**src/rtl/mac_sequencer.sv**
```systemverilog
// mac_sequencer: walks two operand memories, issues each pair to an external mac
// and accumulates the products into a dot-product result.
module mac_sequencer #(
    parameter int DATA_WIDTH = 32,
    parameter int ADDR_WIDTH = 8
) (
    input  logic                  clk,
    input  logic                  rst,
    input  logic                  start,
    input  logic [ADDR_WIDTH-1:0] len,
    output logic                  busy,
    output logic                  done,
    output logic [DATA_WIDTH-1:0] result,
    output logic [ADDR_WIDTH-1:0] mem_addr,
    input  logic [DATA_WIDTH-1:0] mem_a_din,
    input  logic [DATA_WIDTH-1:0] mem_b_din,
    output logic [DATA_WIDTH-1:0] mac_a,
    output logic [DATA_WIDTH-1:0] mac_b,
    output logic                  mac_start,
    input  logic [DATA_WIDTH-1:0] mac_dout,
    input  logic                  mac_busy
);
    typedef enum logic [2:0] {IDLE, FETCH, LOAD, ISSUE, WAIT_ACK, WAIT_DONE, FINISH} state_t;
    state_t state, state_n;
    logic [ADDR_WIDTH-1:0] len_q, index, addr_q;
    logic [DATA_WIDTH-1:0] acc;
    logic [ADDR_WIDTH:0]   index_inc;
    logic                  last;
    // one extra bit so len == 2^ADDR_WIDTH-1 cannot alias through overflow
    assign index_inc = {1'b0, index} + {{ADDR_WIDTH{1'b0}}, 1'b1};
    assign last      = index_inc == {1'b0, len_q};
    assign busy      = state != IDLE;
    assign mac_start = state == ISSUE;
    assign mem_addr  = state == FETCH ? index : addr_q;
    always_comb begin
        state_n = state;
        case (state)
            IDLE:      state_n = start ? (len == '0 ? FINISH : FETCH) : IDLE;
            FETCH:     state_n = LOAD;
            LOAD:      state_n = ISSUE;
            ISSUE:     state_n = WAIT_ACK;
            WAIT_ACK:  state_n = mac_busy ? WAIT_DONE : WAIT_ACK;
            WAIT_DONE: state_n = mac_busy ? WAIT_DONE : (last ? FINISH : FETCH);
            FINISH:    state_n = IDLE;
            default:   state_n = IDLE;
        endcase
    end
    always_ff @(posedge clk) begin
        if (rst) begin
            state  <= IDLE;
            done   <= 1'b0;
            result <= '0;
            mac_a  <= '0;
            mac_b  <= '0;
            addr_q <= '0;
            acc    <= '0;
            index  <= '0;
            len_q  <= '0;
        end else begin
            state <= state_n;
            done  <= 1'b0;
            case (state)
                IDLE: if (start) begin
                    len_q <= len;
                    index <= '0;
                    acc   <= '0;
                end
                FETCH: addr_q <= index;
                LOAD: begin
                    mac_a <= mem_a_din;
                    mac_b <= mem_b_din;
                end
                WAIT_DONE: if (!mac_busy) begin
                    acc   <= acc + mac_dout;
                    index <= index_inc[ADDR_WIDTH-1:0];
                end
                FINISH: begin
                    result <= acc;
                    done   <= 1'b1;
                end
                default: ;
            endcase
        end
    end
endmodule

```
**config.mk**
```make
export PLATFORM = sky130hd
export DESIGN_NAME = mac_sequencer
export DESIGN_NICKNAME = d
export VERILOG_FILES = /design/src/rtl/mac_sequencer.sv
export SDC_FILE = /design/constraint.sdc
export NUM_CORES = 1
export LEC_CHECK = 0
export BUFFER_PORTS_ARGS = -buffer_cell sky130_fd_sc_hd__buf_2
export CORE_ASPECT_RATIO = 1.25
export CORE_UTILIZATION = 56
export CTS_BUF_LIST = sky130_fd_sc_hd__clkbuf_16
export CTS_CLUSTER_SIZE = 25
export DETAILED_ROUTE_END_ITERATION = 16
export PLACE_DENSITY = 0.86
export SYNTH_ARGS = -nofsm -noshare
export SYNTH_HDL_FRONTEND = slang
export SYNTH_SLANG_ARGS = --single-unit
export TNS_END_PERCENT = 1
```
**constraint.sdc**
```tcl
create_clock -name clk -period 4.2 [get_ports clk]
set_input_delay 0.42 -clock clk [delete_from_list [all_inputs] [get_ports clk]]
set_output_delay 0.42 -clock clk [all_outputs]
set_load 0.02 [all_outputs]
```
==> qor.log, run 1 <==
INFO  setup_path     critPathLaunchType=register
INFO  setup_path     r2r.worst_path.cells=10
INFO  clock_tree     cts-buffers-inserted=17
INFO  final_layout   area_delta_synth_final=24.4%
INFO  synth          synthMostInstantiatedCell=nand2_1
INFO  synth          yosysWarningCount=0
INFO  synth          multiplexer_area_fraction_after_synthesis=1.51%
INFO  floorplanning  die_width=104um
INFO  floorplanning  chipHeight=129um
INFO  final_layout   proportion_of_layout_cells_with_a_drive_suffix_above_1=25.1%
INFO  synth          yosys-top-cells-area=dfxtp_1 (43%), nand2_1 (13%), a21oi_1 (11%)
INFO  setup_path     cp_data_arrival_time=3010ps
INFO  clock_tree     cts-resized-gates=0
INFO  sta            clock-skew-final=7.83ps
INFO  setup_path     timing.reg2reg.setup_slack=1500ps
INFO  setup_path     cp_cell_sequence=ha_1 > fa_1 > a211oi_1 > o21ai_1 > nand2_1 > o31a_1 > o31ai_4 > a41oi_1 > xnor2_1 > a22o_1
INFO  synth          synthAdderAreaFrac=5.78%
INFO  synth          yosysTopAreaCell=dfxtp_1
INFO  synth          ys_types=58
INFO  floorplanning  dieArea=0.0135mm^2
INFO  min_path       min_path_cells=3
INFO  sta            max_slew_margin=25.0%
INFO  synth          synth.net_count=1050
INFO  detailed_routing via_count=7044
INFO  min_path       hold_path_end=mac_b[5]$_SDFFE_PP0N_
INFO  final_layout   nFillCells=1040
INFO  detailed_routing drt-pass1-iter-count=5
INFO  clock_tree     clkTransAtPathRegs=70ps
INFO  synth          synth.ff_latch_count=156
INFO  grt            grt_max_degree=76
INFO  power          leakage=0.00398uW
INFO  flow_run       timing.max_cap.violations=0
INFO  detailed_routing drt.antenna.violating_nets=0
INFO  grt            grt_util_all_layers=28.3%
INFO  sta            final.min_clock_period=2700ps
INFO  setup_path     number_of_buffer_and_inverter_stages_on_the_critical_path=0
INFO  setup_path     path_delay_family=compound AO/OA/AOI/OAI gates
INFO  floorplanning  placement_rows=46
INFO  setup_path     max_stage_delay=390ps
INFO  setup_path     critPathRequiredTime=4510ps
INFO  synth          synth_top_family_by_area=compound AO/OA/AOI/OAI gates
INFO  sta            tightestPinTransition=1130ps
INFO  synth          postSynth.topFlopCell=dfxtp_1
INFO  synth          post_synth.cell_area_avg=8.01um^2
INFO  grt            grt_pass1_wl=30800um
INFO  grt            grt_antenna_before_repair=6
INFO  clock_tree     cts.repair_timing.setup_buffer_count=0
INFO  synth          synth_area_in_xor_xnor=4.09%
INFO  floorplanning  floorplan.initialDensity=57.5%
INFO  power          powerDensity=495mW/mm^2
INFO  setup_path     crit_slowest_cell=o31ai_4
INFO  synth          portion_of_the_post_synthesis_area_used_by_sequential_elements=42.9%
INFO  setup_path     worstSetupEndpointType=register
INFO  synth          synth-edff-count=0
INFO  synth          synth_compound_gate_area_share=22.2%
INFO  sta            setup_total_negative_slack=0ps
INFO  outcome        outcome=finished, final reports clean
INFO  sta            number_of_max_slew_violations_in_the_final_report=0
INFO  setup_path     worst-setup-path-type=reg -> reg
INFO  clock_tree     cts_max_level=4
INFO  sta            final_hold_viol_count=0
INFO  grt            grt.overflow.total=0
INFO  clock_tree     tritoncts_clock_tree=yes
INFO  synth          async_flop_share=0%
INFO  min_path       hp-class=in -> reg
INFO  setup_path     timing.rr.start=acc[0]$_SDFFE_PP0P_
INFO  synth          postSynthCellCount=909
INFO  sta            rsz0062_at_grt=no
INFO  clock_tree     postCtsHoldBufs=0
INFO  detailed_routing route.detailed.vias_per_inst=5.51
INFO  power          max-vdd-ir-drop=0.350mV
INFO  min_path       hold_start=mem_b_din[5]
INFO  sta            setup_viol=0
INFO  synth          synthTopCellsByCount=nand2_1 (249), dfxtp_1 (156), a21oi_1 (153), clkbuf_1 (54), nor2_1 (35)
INFO  detailed_routing post-route-drc-count=0
INFO  synth          top_area_cell_type_share_of_the_netlist_area=42.9%
INFO  detailed_routing routed_wire_length_per_instance=15.2um
INFO  floorplanning  pin_count=215
INFO  setup_path     path_max_fanout=6
INFO  placed_design  finalWeightedCongestion=0.894
INFO  clock_tree     clock-sinks=156
INFO  sta            min_period_over_period=64.3%
INFO  placed_design  hpwl_reported_at_the_end_of_detailed_placement=13600um
INFO  clock_tree     max_clock_buf_depth=2
INFO  final_layout   nNetsFinal=1236
INFO  synth          synth_area=0.00728mm^2
INFO  floorplanning  placeableCoreArea=0.0127mm^2
INFO  setup_path     r2r_end=acc[24]$_SDFFE_PP0P_
INFO  sta            highest_achievable_clock_rate=370MHz
INFO  detailed_routing first_iter_violations=462
INFO  final_layout   postLayoutCoreUtil=71.5%
INFO  synth          post_synth_and_or_nand_nor_area_fraction=20.1%
INFO  clock_tree     clk_latency=420ps
INFO  clock_tree     cts.root.buffer_cell=clkbuf_16
INFO  detailed_routing routed_wl=19400um
INFO  grt            via_count_of_the_first_global_routing_pass=6513
INFO  placed_design  placement.io_buffers=214
cell families after synthesis:
| kind of cell | Yosys count |
|---|---|
| AOI/OAI and AO/OA | 257 |
| DFF | 156 |
| xor gates and xnor gates | 34 |
| and+or+nand+nor | 352 |
| adders and majority gates | 33 |
| muxes | 10 |
| buffers and inverters | 67 |
worst register-to-register path, cell delays in order, from the launching register on:
cell and delay, ps:
dfxtp_1 370, ha_1 260, fa_1 260, a211oi_1 100
o21ai_1 200, nand2_1 120, o31a_1 360, o31ai_4 390
a41oi_1 190, xnor2_1 160, a22o_1 190
area by class of cell:
type                    instances  area [um^2]  area share [%]
clock buffers                  17          425            4.70
repair buffers                222         1130            12.5
well taps                     168          210            2.32
multi-input cells             686         3910            43.2
diodes                          3         7.51          0.0829
flip-flops and latches        156         3120            34.5
clock inverters                15          199            2.20
inverters                      12         45.0           0.497
metrics by stage:
step	worst slack, ps	hold WS [ps]	power [uW]	cells	area (um^2)
global placement	1430	439	2840	1244	8420
global route	1320	227	4690	1276	9050
finish	1500	231	4480	1279	9050
CTS	1480	223	4490	1276	9050
floorplan	1700	445	2520	909	7280
detailed placement	1380	444	2870	1244	8420
routing by layer:
layer	share of wire [%]	global-route usage [%]	up-vias
li1	-	-	3512
met1	41	32.2	3258
met2	50	51.1	233
met3	6.6	6.94	35
met4	1.9	11.8	6
met5	0.20	0	-
report_power, final:
part | switching [uW] | internal (uW)
clock network | 679 | 961
registers | 98.4 | 1630
logic | 754 | 354
sequential cells by signal, indices dropped and copies added (netlist names):
signal,count
state,3
done,1
acc,32
index,8
mac_a,32
len_q,8
addr_q,8
mac_b,32
result,32
cell usage in the layout, fill, tap and decap left out, drive strengths merged, types with 6 or more instances in the layout:
master,netlist,layout
mux2,8,8
a21o,8,8
ha,32,32
xor2,9,9
xnor2,25,25
inv,12,21
nor3,8,8
nand3,20,20
and3,6,6
buf,1,222
o21ai,25,25
nor2b,11,11
dfxtp,156,156
a22o,9,9
nor2,35,35
a22oi,8,8
nand2,249,249
clkbuf,54,17
a21oi,153,153
worst max-delay path by stage:
stage                     slack, ps  depth (start not counted)                    to                 from
final                          1500                         10  acc[24]$_SDFFE_PP0P_  acc[0]$_SDFFE_PP0P_
after global routing           1320                         10  acc[24]$_SDFFE_PP0P_  acc[0]$_SDFFE_PP0P_
after CTS                      1480                          4           mem_addr[1]  state[0]$_SDFF_PP0_
after detailed placement       1380                         10  acc[16]$_SDFFE_PP0P_          mac_dout[0]
after global placement         1430                         10  acc[16]$_SDFFE_PP0P_          mac_dout[0]
after floorplan                1700                          9  acc[16]$_SDFFE_PP0P_          mac_dout[0]
No activity file was read; power rests on OpenSTA's default activity.
==> run 2, diff against run 1 <==
--- a/config.mk
+++ b/config.mk
@@ -7,11 +7,11 @@
 export LEC_CHECK = 0
 export BUFFER_PORTS_ARGS = -buffer_cell sky130_fd_sc_hd__buf_2
 export CORE_ASPECT_RATIO = 1.25
-export CORE_UTILIZATION = 56
+export CORE_UTILIZATION = 52
 export CTS_BUF_LIST = sky130_fd_sc_hd__clkbuf_16
 export CTS_CLUSTER_SIZE = 25
 export DETAILED_ROUTE_END_ITERATION = 16
-export PLACE_DENSITY = 0.86
+export PLACE_DENSITY = 0.8
 export SYNTH_ARGS = -nofsm -noshare
 export SYNTH_HDL_FRONTEND = slang
 export SYNTH_SLANG_ARGS = --single-unit
==> constraint.sdc (replaced) <==
create_clock -name clk -period 2.5 [get_ports clk]
set_input_delay 0.25 -clock clk [delete_from_list [all_inputs] [get_ports clk]]
set_output_delay 0.25 -clock clk [all_outputs]
set_load 0.02 [all_outputs]
==> qor.log, run 2 (synthesized netlist as in run 1, its figures left out) <==
INFO  setup_path     worstSetupEndpointType=register [unchanged]
INFO  sta            final.min_clock_period=2430ps [was 2700 ps]
INFO  detailed_routing routed_wl=20000um [was 19400 um]
INFO  final_layout   nNetsFinal=1256 [was 1236]
INFO  sta            clock-skew-final=7.36ps [was 7.83 ps]
INFO  grt            grt_util_all_layers=27.4% [was 28.3%]
INFO  setup_path     r2r.worst_path.cells=11 [was 10]
INFO  floorplanning  pin_count=215 [unchanged]
INFO  clock_tree     clock-sinks=156 [unchanged]
INFO  placed_design  inst_count_dp=1265 [was 1244]
INFO  clock_tree     postCtsHoldBufs=0 [unchanged]
INFO  setup_path     critPathRequiredTime=2820ps [was 4510 ps]
INFO  detailed_routing post-route-drc-count=0 [unchanged]
INFO  setup_path     path_max_fanout=6 [unchanged]
INFO  power          leakage=0.00406uW [was 0.00398 uW]
INFO  detailed_routing drt.antenna.violating_nets=0 [unchanged]
INFO  floorplanning  placement_rows=47 [was 46]
INFO  setup_path     critPathLaunchType=register [unchanged]
INFO  clock_tree     max_clock_buf_depth=2 [unchanged]
INFO  setup_path     worst-setup-path-type=reg -> reg [unchanged]
INFO  final_layout   area_delta_synth_final=27.7% [was 24.4%]
INFO  final_layout   top_library_cells_by_usage_in_the_layout_fill_and_taps_aside=nand2_1 (248), buf_2 (213), dfxtp_1 (155), a21oi_1 (150), nor2_1 (34) [was nand2_1 (249), buf_2 (213), dfxtp_1 (156), a21oi_1 (153), nor2_1 (34)]
INFO  grt            grt.overflow.total=0 [unchanged]
INFO  clock_tree     clkTransAtPathRegs=70ps [about the same]
INFO  sta            max_slew_margin=26.7% [was 25.0%]
INFO  grt            grt_pass1_wl=31700um [was 30800 um]
INFO  floorplanning  die_width=108um [was 104 um]
INFO  detailed_routing first_iter_violations=514 [was 462]
INFO  min_path       hp-class=in -> reg [unchanged]
INFO  placed_design  finalWeightedCongestion=0.941 [was 0.894]
INFO  detailed_routing routed_wire_length_per_instance=15.4um [was 15.2 um]
INFO  setup_path     max_stage_delay=350ps [was 390 ps]
INFO  flow_run       timing.max_cap.violations=0 [unchanged]
INFO  sta            final_hold_viol_count=0 [unchanged]
INFO  floorplanning  floorplan.initialDensity=54.0% [was 57.5%]
INFO  floorplanning  placeableCoreArea=0.0135mm^2 [was 0.0127 mm^2]
INFO  grt            via_count_of_the_first_global_routing_pass=6871 [was 6513]
INFO  floorplanning  dieArea=0.0145mm^2 [was 0.0135 mm^2]
INFO  final_layout   multi_input_area=0.00401mm^2 [was 0.00391 mm^2]
INFO  placed_design  hpwl_reported_at_the_end_of_detailed_placement=13900um [was 13600 um]
INFO  final_layout   final-seq-area=0.00312mm^2 [about the same]
INFO  outcome        outcome=finished, final reports clean [unchanged]
INFO  sta            tightestPinTransition=1090ps [was 1130 ps]
INFO  min_path       min_path_cells=3 [unchanged]
INFO  final_layout   proportion_of_layout_cells_with_a_drive_suffix_above_1=27.8% [was 25.1%]
INFO  setup_path     cp_data_arrival_time=2750ps [was 3010 ps]
INFO  clock_tree     tritoncts_clock_tree=yes [unchanged]
INFO  setup_path     cp_cell_sequence=ha_2 > fa_2 > a211oi_4 > o21ai_2 > nand2_2 > o31a_1 > o31ai_4 > buf_6 > a41oi_2 > xnor2_1 > a22o_1 [was ha_1 > fa_1 > a211oi_1 > o21ai_1 > nand2_1 > o31a_1 > o31ai_4 > a41oi_1 > xnor2_1 > a22o_1]
INFO  clock_tree     clk_latency=420ps [about the same]
INFO  setup_path     crit_slowest_cell=dfxtp_1 [was o31ai_4]
INFO  placed_design  placement.io_buffers=214 [unchanged]
INFO  clock_tree     cts-buffers-inserted=17 [unchanged]
INFO  detailed_routing via_count=7188 [was 7044]
INFO  sta            min_period_over_period=97.4% [was 64.3%]
INFO  grt            grt_max_degree=98 [was 76]
INFO  detailed_routing route.detailed.vias_per_inst=5.53 [was 5.51]
INFO  clock_tree     cts.root.buffer_cell=clkbuf_16 [unchanged]
INFO  clock_tree     cts_max_level=4 [unchanged]
INFO  sta            highest_achievable_clock_rate=411MHz [was 370 MHz]
INFO  power          powerDensity=799mW/mm^2 [was 495 mW/mm^2]
INFO  power          max-vdd-ir-drop=0.551mV [was 0.350 mV]
INFO  sta            setup_viol=0 [unchanged]
INFO  setup_path     timing.reg2reg.setup_slack=70ps [was 1500 ps]
INFO  detailed_routing drt-pass1-iter-count=4 [was 5]
INFO  final_layout   nFillCells=1148 [was 1040]
INFO  placed_design  dpl_cell_area=0.00859mm^2 [was 0.00842 mm^2]
INFO  grt            grt_antenna_before_repair=3 [was 6]
INFO  floorplanning  chipHeight=134um [was 129 um]
INFO  sta            rsz0062_at_grt=yes [was no]
INFO  sta            number_of_max_slew_violations_in_the_final_report=0 [unchanged]
INFO  final_layout   final_cells=1300 [was 1279]
INFO  final_layout   layout_commonest_cell=nand2_1 [unchanged]
INFO  final_layout   post_layout_instance_area=0.00929mm^2 [was 0.00905 mm^2]
==> run 2: changes by cell type in the layout (fill, tap and decap cells not counted), sizes merged <==
cell / delta
clkinv: +1
clkinvlp: +3
diode: -2
bufinv: -1
buf: +20
inv: -3
==> run 2: path summary, 6_finish.rpt <==
path	start	to
setup / recovery	acc[0]$_SDFFE_PP0P_	acc[24]$_SDFFE_PP0P_
hold / removal	mem_b_din[23]	mac_b[23]$_SDFFE_PP0N_
setup reg to reg	acc[0]$_SDFFE_PP0P_	acc[24]$_SDFFE_PP0P_
hold reg to reg	result[16]$_SDFFE_PP0P_	result[16]$_SDFFE_PP0P_
==> run 2: layout make-up <==
cell class                 instances  area share (%)
antenna                            1          0.0269
clock buffer                      17            4.58
clock inverter                    15            1.74
inverter                          12           0.485
multi-input combinational        686            43.1
sequential                       156            33.6
tap                              171            2.30
timing repair buffer             242            14.1
==> run 2: through the flow <==
step / hold WS [ps] / total power [uW] / util [%] / setup TNS (ps) / worst slack [ps]
after floorplan: 386 / 4230 / - / 0 / 129
after global placement: 439 / 4830 / 63.8 / -26.2 / -14.9
after detailed placement: 443 / 4870 / 63.8 / -317 / -121
after CTS: 44.6 / 7430 / 68.2 / 0 / 3.78
after global routing: 52.2 / 7790 / 69.0 / -89.7 / -48.2
final: 58.4 / 7420 / 69.0 / 0 / 65.3
==> run 2: repair_timing <==
| action | 4_1_cts | 5_1_grt |
|---|---|---|
| gates resized for setup | 2 | 25 |
| setup buffers | 0 | 2 |
| endpoints found under the setup margin | 5 | 13 |
| pin swaps | 2 | 7 |
==> run 2: power breakdown <==
group | switching, uW | total, uW | internal (uW)
combinational | 1280 | 1920 | 644
sequential | 167 | 2910 | 2750
clock | 1100 | 2590 | 1490
==> run 2: per-layer routing <==
layer  GRT usage (%)  wire length, um  up-vias
met2            48.6             9920      272
met3            7.58             1490       51
met1            29.6             8010     3304
met5               0               21        -
met4            13.7              593        4
li1                -                -     3557
==> run 2: worst max-delay path, delay by kind of cell (launching register included) <==
family                   cells  cell delay [ps]
AO/OA/AOI/OAI                6             1130
XOR/XNOR                     1              150
adder cells (fa/ha/maj)      2              440
buffers and inverters        1              160
flip-flops                   1              350
AND/OR/NAND/NOR              1               90
==> run 3, diff against run 2 <==
--- a/config.mk
+++ b/config.mk
@@ -12,6 +12,7 @@
 export CTS_CLUSTER_SIZE = 25
 export DETAILED_ROUTE_END_ITERATION = 16
 export PLACE_DENSITY = 0.8
+export RECOVER_POWER = 50
 export SYNTH_ARGS = -nofsm -noshare
 export SYNTH_HDL_FRONTEND = slang
 export SYNTH_SLANG_ARGS = --single-unit
==> qor.log, run 3 (synthesized netlist as in run 1, its figures left out) <==
INFO  floorplanning  chipHeight=134um [unchanged]
INFO  grt            grt_max_degree=98 [unchanged]
INFO  clock_tree     clk_latency=420ps [about the same]
INFO  sta            setup_total_negative_slack=0ps [unchanged]
INFO  power          seq_power_share=39.6% [was 39.3%]
INFO  final_layout   top_library_cells_by_usage_in_the_layout_fill_and_taps_aside=nand2_1 (248), dfxtp_1 (155), a21oi_1 (150), buf_2 (116), clkbuf_1 (97) [was nand2_1 (248), buf_2 (213), dfxtp_1 (155), a21oi_1 (150), nor2_1 (34)]
INFO  power          combinationalPowerShare=25.3% [was 25.9%]
INFO  sta            max_slew_margin=18.0% [was 26.7%]
INFO  placed_design  inst_count_dp=1265 [unchanged]
INFO  setup_path     cp_cell_sequence=ha_1 > o21ai_1 > o21bai_1 > nand2_2 > o31a_1 > o31ai_4 > buf_6 > a41oi_2 > xnor2_1 > a22o_1 [was ha_2 > fa_2 > a211oi_4 > o21ai_2 > nand2_2 > o31a_1 > o31ai_4 > buf_6 > a41oi_2 > xnor2_1 > a22o_1]
INFO  detailed_routing route.detailed.vias_per_inst=5.53 [about the same]
INFO  detailed_routing first_iter_violations=530 [was 514]
INFO  sta            final_hold_viol_count=0 [unchanged]
INFO  final_layout   nNetsFinal=1256 [unchanged]
INFO  grt            grt_pass1_wl=31700um [unchanged]
INFO  final_layout   final_cells=1300 [unchanged]
INFO  placed_design  placement.io_buffers=214 [unchanged]
INFO  sta            final.min_clock_period=2440ps [was 2430 ps]
INFO  power          finalPower=7370uW [was 7420 uW]
INFO  setup_path     critPathLaunchType=register [unchanged]
INFO  final_layout   final-seq-area=0.00312mm^2 [unchanged]
INFO  floorplanning  floorplan.initialDensity=54.0% [unchanged]
INFO  setup_path     path_max_fanout=6 [unchanged]
INFO  power          powerDensity=804mW/mm^2 [was 799 mW/mm^2]
INFO  clock_tree     clkTransAtPathRegs=70ps [about the same]
INFO  setup_path     worst-setup-path-type=reg -> reg [unchanged]
INFO  sta            clock-skew-final=7.95ps [was 7.36 ps]
INFO  final_layout   postLayoutCoreUtil=68.1% [was 69.0%]
INFO  sta            fin_hold_ws=57.6ps [was 58.4 ps]
INFO  final_layout   nFillCells=1210 [was 1148]
INFO  min_path       min_path_cells=3 [unchanged]
INFO  final_layout   multi_input_area=0.00401mm^2 [unchanged]
INFO  floorplanning  pin_count=215 [unchanged]
INFO  final_layout   area_delta_synth_final=26.0% [was 27.7%]
INFO  grt            grt.overflow.total=0 [unchanged]
INFO  floorplanning  dieArea=0.0145mm^2 [unchanged]
INFO  power          intPower=4820uW [was 4880 uW]
INFO  grt            grt_util_all_layers=27.4% [unchanged]
INFO  power          p_sw=2550uW [was 2540 uW]
INFO  floorplanning  placement_rows=47 [unchanged]
INFO  placed_design  finalWeightedCongestion=0.941 [unchanged]
INFO  setup_path     critPathRequiredTime=2820ps [about the same]
INFO  outcome        outcome=finished, final reports clean [unchanged]
INFO  sta            tightestPinTransition=1230ps [was 1090 ps]
INFO  clock_tree     clock-sinks=156 [unchanged]
INFO  min_path       hp-class=in -> reg [unchanged]
INFO  setup_path     cp_data_arrival_time=2760ps [was 2750 ps]
INFO  sta            min_period_over_period=97.8% [was 97.4%]
INFO  power          max-vdd-ir-drop=0.532mV [was 0.551 mV]
INFO  setup_path     r2r.worst_path.cells=10 [was 11]
INFO  setup_path     crit_slowest_cell=ha_1 [was dfxtp_1]
INFO  flow_run       timing.max_cap.violations=0 [unchanged]
INFO  power          leakage=0.00364uW [was 0.00406 uW]
INFO  floorplanning  placeableCoreArea=0.0135mm^2 [unchanged]
INFO  clock_tree     cts_max_level=4 [unchanged]
INFO  detailed_routing post-route-drc-count=0 [unchanged]
INFO  setup_path     worstSetupEndpointType=register [unchanged]
INFO  sta            rsz0062_at_grt=yes [unchanged]
INFO  clock_tree     cts-buffers-inserted=17 [unchanged]
INFO  clock_tree     max_clock_buf_depth=2 [unchanged]
INFO  clock_tree     tritoncts_clock_tree=yes [unchanged]
INFO  power          power_frac_clock=35.1% [was 34.9%]
INFO  setup_path     max_stage_delay=340ps [was 350 ps]
INFO  placed_design  hpwl_reported_at_the_end_of_detailed_placement=13900um [unchanged]
INFO  detailed_routing drt.antenna.violating_nets=0 [unchanged]
INFO  floorplanning  die_width=108um [unchanged]
INFO  setup_path     path_delay_family=compound AO/OA/AOI/OAI gates [unchanged]
INFO  setup_path     number_of_buffer_and_inverter_stages_on_the_critical_path=1 [unchanged]
INFO  sta            setup_viol=0 [unchanged]
INFO  grt            via_count_of_the_first_global_routing_pass=6871 [unchanged]
INFO  setup_path     worstSetupPathDepth=10 [was 11]
INFO  final_layout   layout_commonest_cell=nand2_1 [unchanged]
INFO  detailed_routing via_count=7193 [was 7188]
INFO  clock_tree     cts.root.buffer_cell=clkbuf_16 [unchanged]
INFO  detailed_routing drt-pass1-iter-count=5 [was 4]
INFO  sta            number_of_max_slew_violations_in_the_final_report=0 [unchanged]
INFO  final_layout   proportion_of_layout_cells_with_a_drive_suffix_above_1=19.1% [was 27.8%]
INFO  power          netSwitchingFraction=34.6% [was 34.2%]
INFO  detailed_routing routed_wire_length_per_instance=15.4um [about the same]
INFO  grt            grt_antenna_before_repair=3 [unchanged]
INFO  detailed_routing routed_wl=20000um [about the same]
INFO  sta            highest_achievable_clock_rate=409MHz [was 411 MHz]
[run 3: worst register-to-register path, stage by stage (launching register included)]
cell      delay [ps]
dfxtp_1          320
ha_1             340
o21ai_1          100
o21bai_1         280
nand2_2          110
o31a_1           310
o31ai_4          240
buf_6            160
a41oi_2          130
xnor2_1          150
a22o_1           200
[run 3: what timing repair did]
action,CTS,global route
setup endpoints to repair,5,13
cloned,0,0
hold buffers,0,0
resized for setup,2,25
setup buffers,0,2
pin swaps,2,7
[run 3: through the flow]
stage	cell area [um^2]	setup WS, ps
detailed placement	8590	-121
floorplan	7280	129
finish	9170	56.0
CTS	9180	3.78
global route	9170	-48.2
global placement	8590	-14.9
[run 3: area by class of cell]
type	count	share of cell area (%)
Clock buffer	17	4.64
Sequential cell	156	34.1
Inverter	12	0.491
Antenna cell	1	0.0273
Clock inverter	15	1.76
Timing Repair Buffer	242	13.0
Tap cell	171	2.33
Multi-Input combinational cell	686	43.7
[run 3: power groups by stage]
| stage | Clock (uW) | Sequential, uW | Combinational [uW] |
|---|---|---|---|
| 2_1_floorplan | 0 | 3170 | 1060 |
| 5_1_grt | 2720 | 2960 | 2060 |
| 4_1_cts | 2620 | 2910 | 1900 |
| 6_report | 2580 | 2920 | 1870 |
| 3_3_place_gp | 0 | 2950 | 1880 |
| 3_5_place_dp | 0 | 2970 | 1900 |
[run 3: layer usage]
metal  share of wire [%]  GRT usage [%]  vias up
met4                 3.2           13.7        4
met3                 7.9           7.58       57
met1                  40           29.6     3289
met2                  49           48.6      289
li1                    -              -     3554
met5                0.10              0        -
[run 3: path summary, 6_finish.rpt]
| path | slack (ps) | from | to |
|---|---|---|---|
| hold reg to reg | 450 | mac_a[0]$_SDFFE_PP0N_ | mac_a[0]$_SDFFE_PP0N_ |
| setup reg to reg | 60 | acc[7]$_SDFFE_PP0P_ | acc[24]$_SDFFE_PP0P_ |
| setup / recovery | 60 | acc[7]$_SDFFE_PP0P_ | acc[24]$_SDFFE_PP0P_ |
| hold / removal | 60 | mem_b_din[23] | mac_b[23]$_SDFFE_PP0N_ |
